--- config.mk ---
export PLATFORM = sky130hd
export DESIGN_NAME = vball_vram_arbiter
export DESIGN_NICKNAME = d
export VERILOG_FILES = /design/src/rtl/vball_vram_arbiter.sv
export SDC_FILE = /design/constraint.sdc
export NUM_CORES = 1
export LEC_CHECK = 0
export ABC_CLOCK_PERIOD_IN_PS = 2600
export CORE_ASPECT_RATIO = 1.2
export CORE_MARGIN = 8
export CORE_UTILIZATION = 30
export CTS_BUF_LIST = sky130_fd_sc_hd__clkbuf_8
export CTS_CLUSTER_SIZE = 28
export DETAILED_ROUTE_END_ITERATION = 7
export GPL_ROUTABILITY_DRIVEN = 0
export HOLD_SLACK_MARGIN = 0.15
export PLACE_DENSITY = 0.9
export SLEW_MARGIN = 20
export SYNTH_ARGS = -nofsm -noshare
export SYNTH_HDL_FRONTEND = slang
export SYNTH_SLANG_ARGS = --single-unit
export TNS_END_PERCENT = 1
--- constraint.sdc ---
create_clock -name clk -period 2.6 [get_ports clk]
set_input_delay 0.52 -clock clk [delete_from_list [all_inputs] [get_ports clk]]
set_output_delay 0.52 -clock clk [all_outputs]
set_load 0.1 [all_outputs]
--- src/rtl/vball_vram_arbiter.sv ---
// vball_vram_arbiter: shares one single-port synchronous video RAM between
// the tile/sprite fetch pipeline and the CPU. During active fetch, video owns
// three of every four cycles and the CPU owns the fourth. Outside active
// fetch, the CPU owns every cycle.
module vball_vram_arbiter #(
    parameter int AW = 13,
    parameter int DW = 8
) (
    input  logic          clk,
    input  logic          reset,
    input  logic [8:0]    hcount,
    input  logic          vb,
    input  logic          vid_req,
    input  logic [AW-1:0] vid_addr,
    output logic          vid_valid,
    output logic [DW-1:0] vid_data,
    output logic          vid_drop,
    input  logic          cpu_req,
    input  logic          cpu_we,
    input  logic [AW-1:0] cpu_addr,
    input  logic [DW-1:0] cpu_din,
    output logic [DW-1:0] cpu_dout,
    output logic          cpu_wait,
    output logic          cpu_ack,
    output logic [AW-1:0] ram_addr,
    output logic          ram_we,
    output logic [DW-1:0] ram_din,
    input  logic [DW-1:0] ram_dout
);

    typedef enum logic [1:0] {
        S_IDLE,
        S_RDCAP,
        S_ACK,
        S_HOLD
    } state_t;

    state_t state;

    logic vid_slot;
    logic vid_grant;
    logic cpu_grant;

    // Slot decode and cycle ownership. Video and CPU grants are mutually
    // exclusive because a CPU grant requires a non-video slot.
    always_comb begin
        vid_slot  = !vb && (hcount < 9'd256) && (hcount[1:0] != 2'd3);
        vid_grant = vid_slot && vid_req;
        cpu_grant = (state == S_IDLE) && cpu_req && !vid_slot;
    end

    // RAM port mux; the video address is parked on the bus when nobody owns it.
    always_comb begin
        ram_addr = cpu_grant ? cpu_addr : vid_addr;
        ram_we   = cpu_grant && cpu_we;
        ram_din  = cpu_din;
        vid_data = ram_dout;
        cpu_wait = cpu_req && ((state == S_IDLE) || (state == S_RDCAP));
    end

    // Video strobes: valid marks data returning from last cycle's grant,
    // drop flags a request that arrived outside a video slot.
    always_ff @(posedge clk or posedge reset) begin
        if (reset) begin
            vid_valid <= 1'b0;
            vid_drop  <= 1'b0;
        end else begin
            vid_valid <= vid_grant;
            vid_drop  <= vid_req && !vid_slot;
        end
    end

    // CPU handshake FSM; cpu_ack is registered so it is high exactly while
    // the machine sits in S_ACK.
    always_ff @(posedge clk or posedge reset) begin
        if (reset) begin
            state    <= S_IDLE;
            cpu_ack  <= 1'b0;
            cpu_dout <= '0;
        end else begin
            cpu_ack <= 1'b0;
            case (state)
                S_IDLE: begin
                    if (cpu_grant) begin
                        if (cpu_we) begin
                            state   <= S_ACK;
                            cpu_ack <= 1'b1;
                        end else begin
                            state <= S_RDCAP;
                        end
                    end
                end
                S_RDCAP: begin
                    cpu_dout <= ram_dout;
                    cpu_ack  <= 1'b1;
                    state    <= S_ACK;
                end
                S_ACK: begin
                    state <= S_HOLD;
                end
                S_HOLD: begin
                    if (!cpu_req) begin
                        state <= S_IDLE;
                    end
                end
                default: begin
                    state <= S_IDLE;
                end
            endcase
        end
    end

endmodule

# Word-level counts from Yosys, hierarchy flattened

Cells that the tools add are included.

Register bits after elaboration: 13
Bits in latches: 0
Bits in writable memories: 0
Memory bits (read-only): 0
Bits of input ports: 57
Output and inout port bits: 42
Word-level logic and storage cells: 33
Memories kept: 0

Add/subtract/negate cells: 0
Multipliers: 0
Divide/modulo/power cells: 0
$lt $le $gt $ge: 1
Equality and inequality tests: 6
Shift operators: 0
Multiplexer cells: 8
Bitwise gates (word level): 0
Reductions and logical operators: 13

Operators by type and width:

| cell                                                 | number |
|---|---|
| 2-to-1 mux 13 bit                                    | 1 |
| < comparator 9 bit (second input constant)           | 1 |
| logical AND 1 bit                                    | 8 |
| one-hot mux 2 bit (4 select lines)                   | 1 |
| 2-to-1 mux 2 bit                                     | 3 |
| inequality test 2 bit (second input constant)        | 3 |
| equality test 2 bit (second input constant)          | 2 |
| equality test 2 x 1 -> 1 bit (second input constant) | 1 |
| logical NOT 1 bit                                    | 2 |
| logical NOT 2 bit                                    | 1 |
| 2-to-1 mux 1 bit                                     | 2 |
| one-hot mux 1 bit (2 select lines)                   | 1 |
| AND reduction 2 bit                                  | 1 |
| logical OR 1 bit                                     | 1 |

# Longest topological paths before layout

Word-level depth: 7
Gate-level depth with buffers: 6

# Worst setup path after synthesis

No wires, ideal clock.

Kind: input to output
Start point: input hcount[0]
End point: output ram_addr[0]
Arrival time: 1.901 ns
Data required time: 2.080 ns
Path slack: 0.179 ns
Stages on the path: 4
Path buffers: 1
Cell sequence: a211o_1 -> and3_4 -> buf_6 -> mux2_1

Cells in the longest elaborated chain, start to end: 6
Elaborated cells between the ends (all ways): 7
Classes of those cells: 1 x order compare; 1 x eq/ne; 1 x mux; 4 x reduce/logical

RTL lines:

| element               | line | source |
|---|---|---|
| start, declared       | 11   | `input logic [8:0] hcount,` |
| < comparator 9 bit    | 47   | `vid_slot = !vb && (hcount < 9'd256) && (hcount[1:0] != 2'd3);` |
| logical AND 1 bit     | 47   |  |
| logical AND 1 bit (*) | 47   |  |
| logical NOT 1 bit (*) | 49   | `cpu_grant = (state == S_IDLE) && cpu_req && !vid_slot;` |
| logical AND 1 bit (*) | 49   |  |
| 2-to-1 mux 13 bit (*) | 54   | `ram_addr = cpu_grant ? cpu_addr : vid_addr;` |
| end, declared         | 25   | `output logic [AW-1:0] ram_addr,` |

Mark *: on every way between the ends. The rest lies on a longest branch, timed or not.

# Final worst setup path

Same ends and word-level chain as after synthesis.

==> flow_summary_export.csv <==
group,metric,value,unit
worst_setup_path,max_stage_delay,0.42,ns
power,leakagePower,0.866,nW
yosys,synth_nets,148,
detailed_routing,wl_per_cell,17.4,µm
sta,skew,0.00291,ns
final_layout,final_area,0.00192,mm²
floorplanning,dieWidth,68.2,µm
cts,postCtsSetupRepairBufs,0,
detailed_routing,drt-total-wl,3250,µm
floorplanning,start_util,0.318,
worst_setup_path,end_kind,"output pin",
final_layout,n_antenna_cell,0,
global_route,grt-ovfl-total,0,
sta,slew_violations,0,
place,dpl.cell_count,182,
yosys,yosys_warnings,0,
worst_setup_path,worst-path-buf-inv,2,
worst_setup_path,path_cells,"clkdlybuf4s50_1, a211o_1, and3_4, mux2_1, buf_12",
cts,worstSkewPairLatency,0.24,ns
yosys,ys_seq_elements,13,
worst_setup_path,crit_fanout,7,
power,ir_worst_vdd,954,µV
sta,clock.fmax,392,MHz
place,place_hpwl,2830,µm
floorplanning,top_level_ports,99,
floorplanning,row_count,22,
detailed_routing,post_drt_via_cell_ratio,4.79,
sta,worst_pin_slew,0.473,ns
sta,hold-worst-slack,0.494,ns
cts,root_buffer,"clkbuf_8",
place,place_area,0.00187,mm²
cts,cts_sinks,13,
global_route,grt_max_degree,15,
sta,period_share,0.980,
detailed_routing,drcViolationCount,0,
worst_setup_path,start_kind,"primary input",
sta,maxSlewHeadroom,0.684,
yosys,ys_types,21,
worst_setup_path,path_class,"primary input to output pin",
final_layout,drive_above_1_share,0.364,
cts,cts_htree_levels,1,
sta,finalHoldViolCount,0,
worst_setup_path,slowest_stage,"clkdlybuf4s50_1",
sta,setup_violations,0,
min_path,hold_class,"flip-flop to flip-flop",
run_status,outcome,"completed",
detailed_routing,ant_nets,0,
detailed_routing,drt_pass1_iterations,4,
yosys,syn_inst,86,
cts,path_clk_slew,0.05,ns
floorplanning,core-area,0.00308,mm²
run,maxCapViolations,0,
cts,cts_max_path_buffers,2,
final_layout,postLayoutCoreUtil,0.624,
worst_setup_path,crit_family,"buffers and inverters",
yosys,synth_area_leader_cell,"dfrtp_1",
worst_setup_path,worst-endpoint-required,2.08,ns
floorplanning,die_y,78.6,µm
yosys,syn_avg_cell_area,11.4,µm²
yosys,ys_seq_area_frac,0.332,
sta,min_period,2.55,ns
final_layout,fill_cells,241,
power,p_per_area,1180,mW/mm²
yosys,yosys.area.top_type_share,0.332,
final_layout,finalNetCount,214,
global_route,grt_pass1_wl,5110,µm
detailed_routing,dr_total_vias,896,
global_route,grt_pass1_vias,1083,
worst_setup_path,cp_data_arrival_time,2.03,ns
final_layout,syn_to_final_growth,96.2,%
place,io_buffer_count,76,
yosys,synth_area_leaders,"dfrtp_1, mux2_4, mux2_1",
cts,tritoncts,"done",
sta,rsz0062_at_grt,"true",
detailed_routing,drt_iter0_drc,12,
cts,holdBufCountCts,0,
yosys,netlist_area,981,µm²
global_route,antenna_found_initial,0,
global_route,grt_use_total,0.123,
floorplanning,dieArea,0.00536,mm²
cts,cts_buffers,3,
final_layout,instances_no_fill,187,
[state kept, by name, indices dropped and copies added, names as in the netlist]
| name | count |
|---|---|
| cpu_dout | 8 |
| state | 2 |
| cpu_ack | 1 |
| vid_drop | 1 |
| vid_valid | 1 |
[final cells by class]
cell class / count / area, µm² / share of cell area
Sequential cell: 13 / 325 / 0.169
Clock inverter: 1 / 3.75 / 0.00195
Timing Repair Buffer: 79 / 986 / 0.512
Tap cell: 36 / 45.0 / 0.0234
Clock buffer: 3 / 41.3 / 0.0215
Multi-Input combinational cell: 51 / 508 / 0.264
Inverter: 4 / 15.0 / 0.00780
[stage by stage]
step / power, W / worst slack, ns / setup TNS [ns]
floorplan: 0.00166 / 0.179 / 0
global placement: 0.00205 / 0.0124 / 0
detailed placement: 0.00210 / -0.0236 / -0.0726
CTS: 0.00228 / 0.00346 / 0
global route: 0.00238 / -0.0167 / -0.0326
finish: 0.00227 / 0.0521 / 0
[worst register-to-register path, cell delays in order, from the launching register on]
cell and delay (ns):
dfrtp_1 0.44, inv_1 0.11, ha_2 0.24, and3_4 0.23, buf_4 0.15, and2_1 0.18
or2_1 0.21
[timing repair]
action,in CTS,in global routing
endpoints found under the setup margin,4,5
cloned,0,1
gates resized for setup,2,2
pin swaps,1,0
[cell usage after synthesis, drive strengths merged]
cell     n
mux2i    3
nor2     3
o31ai    1
dfrtp   13
a21oi    1
mux2    21
a31oi    2
inv      4
ha       5
buf     18
nand2    3
and3     2
or2      1
a211o    1
a211oi   2
clkbuf   1
and2     3
nor2b    2
[path summary, 6_finish.rpt]
check / from / to / slack [ns] / cells after the start
setup / recovery: hcount[0] / ram_addr[0] / 0.05 / 5
hold / removal: cpu_dout[7] / cpu_dout[7] / 0.49 / 1
setup reg to reg: state[1] / cpu_ack / 0.93 / 6
hold reg to reg: cpu_dout[7] / cpu_dout[7] / 0.49 / 1
max in group asynchronous: reset / vid_drop / 1.67 / 2
min in group asynchronous: reset / cpu_dout[5] / 0.60 / 2
[layer usage]
metal | wire length, µm | track usage
met5 | 0 | 0
met4 | 38 | 0.0513
met3 | 569 | 0.0838
met2 | 1610 | 0.210
met1 | 1030 | 0.109
[cells in the final DEF, fill, tap and decap left out, drive strengths merged]
master / n
clkbuf: 3
inv: 5
and2: 3
a21oi: 1
buf: 37
a211o: 1
o31ai: 1
nor2b: 2
mux2i: 3
ha: 5
clkdlybuf4s50: 42
a211oi: 2
and3: 3
or2: 1
nor2: 3
nand2: 3
a31oi: 2
dfrtp: 13
mux2: 21
[logic make-up (layout without fill, tap and decap cells)]
family          Yosys count  after routing  synth area share
mux                      24             24             0.306
compound gates            7              7            0.0548
buf+inv                  23             87             0.165
flops                    13             13             0.332
simple gates             14             15            0.0791
fa+ha+maj                 5              5            0.0638
[power breakdown]
| part | internal [W] | switching (W) |
|---|---|---|
| combinational | 0.000552 | 0.00120 |
| clock | 0.000104 | 0.0000648 |
| sequential | 0.000295 | 0.0000578 |
(Power assumes the default switching activity.)
